## config.mk

```make
export PLATFORM = sky130hd
export DESIGN_NAME = seq_pattern_tx
export DESIGN_NICKNAME = d
export VERILOG_FILES = /design/src/rtl/seq_pattern_tx.sv
export SDC_FILE = /design/constraint.sdc
export NUM_CORES = 1
export LEC_CHECK = 0
export BUFFER_PORTS_ARGS = -buffer_cell sky130_fd_sc_hd__buf_2
export CAP_MARGIN = 20
export CELL_PAD_IN_SITES_DETAIL_PLACEMENT = 2
export CELL_PAD_IN_SITES_GLOBAL_PLACEMENT = 2
export CORE_ASPECT_RATIO = 1.1
export CORE_MARGIN = 2
export CORE_UTILIZATION = 37
export DETAILED_ROUTE_END_ITERATION = 8
export PLACE_DENSITY_LB_ADDON = 0.1
export SETUP_SLACK_MARGIN = 0.1
export SLEW_MARGIN = 20
export SYNTH_ARGS = -nofsm -noshare
export SYNTH_HDL_FRONTEND = slang
export SYNTH_SLANG_ARGS = --single-unit
```

## constraint.sdc

```tcl
create_clock -name slowed_clk -period 5.4 [get_ports slowed_clk]
set_clock_uncertainty 0.1 [all_clocks]
set_input_delay 1.62 -clock slowed_clk [delete_from_list [all_inputs] [get_ports slowed_clk]]
set_output_delay 1.62 -clock slowed_clk [all_outputs]
set_load 0.01 [all_outputs]
```

## src/rtl/seq_pattern_tx.sv

```systemverilog
// Serial bit-pattern transmitter: captures a parallel pattern on start and shifts it out
// MSB-first, optionally repeating the frame with an idle gap between frames.
module seq_pattern_tx #(
    parameter int unsigned WIDTH = 5,
    parameter int unsigned CNT_W = 4,
    parameter int unsigned GAP   = 2
) (
    input  logic             slowed_clk,
    input  logic             reset,
    input  logic             start,
    input  logic [WIDTH-1:0] pattern,
    input  logic [CNT_W-1:0] repeat_n,
    output logic             d_out,
    output logic             bit_valid,
    output logic             frame_start,
    output logic             busy,
    output logic             done
);

    localparam int unsigned BCNT_W = $clog2(WIDTH);
    localparam logic [BCNT_W-1:0] BIT_LAST = BCNT_W'(WIDTH - 1);
    localparam logic [3:0] GAP_LOAD = (GAP == 0) ? 4'd0 : 4'(GAP - 1);

    typedef enum logic [1:0] {
        S_IDLE,
        S_SHIFT,
        S_GAP
    } state_t;

    state_t             state_q;
    logic [WIDTH-1:0]   hold_q;
    logic [WIDTH-1:0]   shift_q;
    logic [CNT_W-1:0]   rep_left_q;
    logic [BCNT_W-1:0]  bit_cnt_q;
    logic [3:0]         gap_cnt_q;

    // shift_q always holds the bits still to be sent, next one at the MSB
    always_ff @(posedge slowed_clk) begin
        if (reset) begin
            state_q     <= S_IDLE;
            hold_q      <= '0;
            shift_q     <= '0;
            rep_left_q  <= '0;
            bit_cnt_q   <= '0;
            gap_cnt_q   <= '0;
            d_out       <= 1'b0;
            bit_valid   <= 1'b0;
            frame_start <= 1'b0;
            busy        <= 1'b0;
            done        <= 1'b0;
        end else begin
            frame_start <= 1'b0;
            done        <= 1'b0;
            case (state_q)
                S_IDLE: begin
                    if (start) begin
                        hold_q      <= pattern;
                        shift_q     <= pattern << 1;
                        rep_left_q  <= repeat_n;
                        bit_cnt_q   <= BIT_LAST;
                        d_out       <= pattern[WIDTH-1];
                        bit_valid   <= 1'b1;
                        frame_start <= 1'b1;
                        busy        <= 1'b1;
                        state_q     <= S_SHIFT;
                    end
                end
                S_SHIFT: begin
                    if (bit_cnt_q != '0) begin
                        d_out     <= shift_q[WIDTH-1];
                        shift_q   <= shift_q << 1;
                        bit_cnt_q <= bit_cnt_q - 1'b1;
                    end else if (rep_left_q == '0) begin
                        d_out     <= 1'b0;
                        bit_valid <= 1'b0;
                        busy      <= 1'b0;
                        done      <= 1'b1;
                        state_q   <= S_IDLE;
                    end else begin
                        rep_left_q <= rep_left_q - 1'b1;
                        if (GAP == 0) begin
                            // back-to-back frames: next MSB goes out on this same edge
                            d_out       <= hold_q[WIDTH-1];
                            shift_q     <= hold_q << 1;
                            bit_cnt_q   <= BIT_LAST;
                            frame_start <= 1'b1;
                        end else begin
                            shift_q   <= hold_q;
                            gap_cnt_q <= GAP_LOAD;
                            d_out     <= 1'b0;
                            bit_valid <= 1'b0;
                            state_q   <= S_GAP;
                        end
                    end
                end
                S_GAP: begin
                    if (gap_cnt_q == '0) begin
                        d_out       <= shift_q[WIDTH-1];
                        shift_q     <= shift_q << 1;
                        bit_cnt_q   <= BIT_LAST;
                        bit_valid   <= 1'b1;
                        frame_start <= 1'b1;
                        state_q     <= S_SHIFT;
                    end else begin
                        gap_cnt_q <= gap_cnt_q - 1'b1;
                    end
                end
                default: state_q <= S_IDLE;
            endcase
        end
    end

endmodule

```

==> qor.csv <==
metric;value;unit
Clock Latency Late Sink;0.28;ns
peak supply drop;0.192;mV
total negative slack;0;ns
leakage power total;0.659;nW
Min-Delay Path Class;reg2reg;
switching power;0.450;mW
Hold EP;hold_q[4]$_SDFFE_PP0P_;
status;finished, final reports clean;
FILL cells;463;
kind of critical path;in2reg;
final worst slack;2.36;ns
number of global-route vias before repair;1496;
layout cells sized above 1;0.144;
dpl cells;235;
via count;1384;
post-CTS setup buffers;0;
first-pass GRT wire length;7.29;mm
crit path cell chain;buf_2 -> nand2_1 -> a221oi_2 -> o21ai_0 -> a221oi_1;
ys async rst share;0;
WHS;0.383;ns
synthesized cell area;1520;sq um
DIE AREA;4640;sq um
Combinational Power Share;0.526;
largest net degree at the start of global routing;24;
Clk pwr share;0.138;
Finished Core Util;0.419;
Initial Util;0.384;
GP Congestion;0.835;
initial antenna violation count;0;
CTS tree;done;
CTS Sinks;28;
drc violations;0;
met1 usage;0.228;
fin crit share;0.563;
reg2reg end;gap_cnt_q[2]$_SDFFE_PP0P_;
grt ovf;0;
Global Route Usage Sum;0.204;
FMAX;329;MHz
ys flop type;dfxtp_1;
post-synthesis sequential area ratio;0.369;
Yosys Warn Count;0;
synthesized area per cell;8.49;sq um
ANT nets after route;0;
Total Nets Final;209;
synth unique cells;47;
DP HPWL;3.35;mm
Critical Path RT;5.49;ns
post-synth net total;200;
Hold Startpoint;hold_q[4]$_SDFFE_PP0P_;
Fin. Hold Viols;0;
core area;3960;sq um
CP max stage delay;0.60;ns
worst hold stages;2;
CP Capture Type;flip-flop;
Tmin final;3.04;ns
RR Startpoint;rep_left_q[0]$_SDFFE_PP0P_;
drt wl/cell;18.7;um
CTS Buf Count;3;
Post-Layout Cell Count;239;
Worst Tran Pin Value;0.801;ns
RSZ-0062 raised after global routing;false;
commonest non-fill, non-tap cells in the layout;28 x dfxtp_1, 18 x a21oi_1, 16 x nand2_1, 16 x buf_2, 13 x o21ai_0;
IO Port Bufs;16;
r2r worst-path depth;6;
Worst EP arrival;3.13;ns
post-CTS sizing;0;
Slowest cell on crit path;a221oi_2;
crit-path max FO;8;
commonest non-fill, non-tap cell in the layout;dfxtp_1;
FP Rows;24;
Critical Path Source Type;input pin;
pwr/cell area;588;nW/um^2
Clock Pin Slew Worst Setup and Hold Paths;0.10;ns
Most Crowded Layer GR;met2;
Synth Instances;179;
First DRT Iteration DRCs;36;
Sequential Power Share;0.336;
met2 Use GR;0.392;
hold_buf cts;0;
die width;65.1;um
Die Ht;71.2;um
Layout area overhead;9.14;%
Via density;5.79;
slew margin rel.;0.465;
number of iterations in the first detailed-routing pass;4;
register bit total from synthesis;28;
R2R setup slack;2.97;ns
io pins;17;
met3 usage;0.0298;
H-Tree Level Count;1;
Pint;0.526;mW
Ant. Diodes;0;
Detailed Route WL;4.47;mm
Place WS;2.08;ns
MaxCap Viol Count;0;
Setup-failing EPs final;0;
switching share of power;0.461;
Post-synth EDFFs;0;
clk root buf;clkbuf_8;
Pins Over Slew Limit;0;
Max clock buf depth;2;
cells by family (layout without fill, tap and decap cells):
| group | after synthesis | after routing | share of synthesized area |
|---|---|---|---|
| buf+inv | 24 | 32 | 0.0700 |
| simple gates | 54 | 54 | 0.189 |
| mux | 2 | 2 | 0.0140 |
| flops | 28 | 28 | 0.369 |
| fa+ha+maj | 9 | 9 | 0.0741 |
| compound gates | 62 | 62 | 0.284 |
flip-flops by register name, indices dropped and copies added (netlist names):
signal	cells
rep_left_q	4
state_q	2
gap_cnt_q	4
shift_q	5
frame_start	1
d_out	1
bit_cnt_q	3
bit_valid	1
done	1
busy	1
hold_q	5
worst max-delay path, delay by kind of cell:
family / cells / cell delay (ns)
buf+inv: 1 / 0.16
compound gates: 3 / 1.11
simple gates: 1 / 0.23
synthesized netlist by cell type, drive strengths merged (4+ instances only):
cell	instances	area [sq um]
o41ai	4	35.0
buf	4	31.3
o211ai	6	45.0
inv	11	41.3
a221oi	7	67.6
nand2	16	60.1
o21ai	13	65.1
clkbuf	8	30.0
nand3	7	35.0
a21oi	18	90.1
nor2	9	33.8
dfxtp	28	561
ha	9	113
through the flow:
stage          area (sq um)  total power, mW
2_1_floorplan          1520            0.715
3_3_place_gp           1600            0.810
3_5_place_dp           1600            0.846
4_1_cts                1660            0.988
5_1_grt                1660             1.06
6_report               1660            0.976
cell type report:
cell class                      instances  area (sq um)  share of cell area
Clock buffer                            4          55.1              0.0332
Inverter                               12          45.0              0.0271
Multi-Input combinational cell        127           853               0.514
Sequential cell                        28           561               0.338
Tap cell                               52          65.1              0.0392
Timing Repair Buffer                   16          80.1              0.0483
per-layer routing:
layer | vias to the layer above | share of wire
met2 | 17 | 0.54
met4 | 0 | 0.024
met3 | 11 | 0.019
met5 | - | 0
li1 | 670 | -
met1 | 686 | 0.41
power groups by stage:
stage                     Sequential [mW]  Clock (mW)  Combinational [mW]
after floorplan                     0.319           0               0.396
after global placement              0.325           0               0.485
after detailed placement            0.333           0               0.514
after CTS                           0.328       0.140               0.520
after global routing                0.337       0.148               0.577
final                               0.328       0.135               0.514
worst max-delay path by stage:
stage                                       endpoint   from  cells past startpoint  slack, ns
after floorplan           rep_left_q[2]$_SDFFE_PP0P_  start                      5       2.34
after global placement     gap_cnt_q[2]$_SDFFE_PP0P_  reset                      5       2.14
after detailed placement   gap_cnt_q[2]$_SDFFE_PP0P_  reset                      5       2.08
after CTS                  gap_cnt_q[2]$_SDFFE_PP0P_  reset                      5       2.36
after global routing      rep_left_q[2]$_SDFFE_PP0P_  start                      5       2.21
final                     rep_left_q[0]$_SDFFE_PP0P_  start                      5       2.36
(Power assumes the default switching activity.)
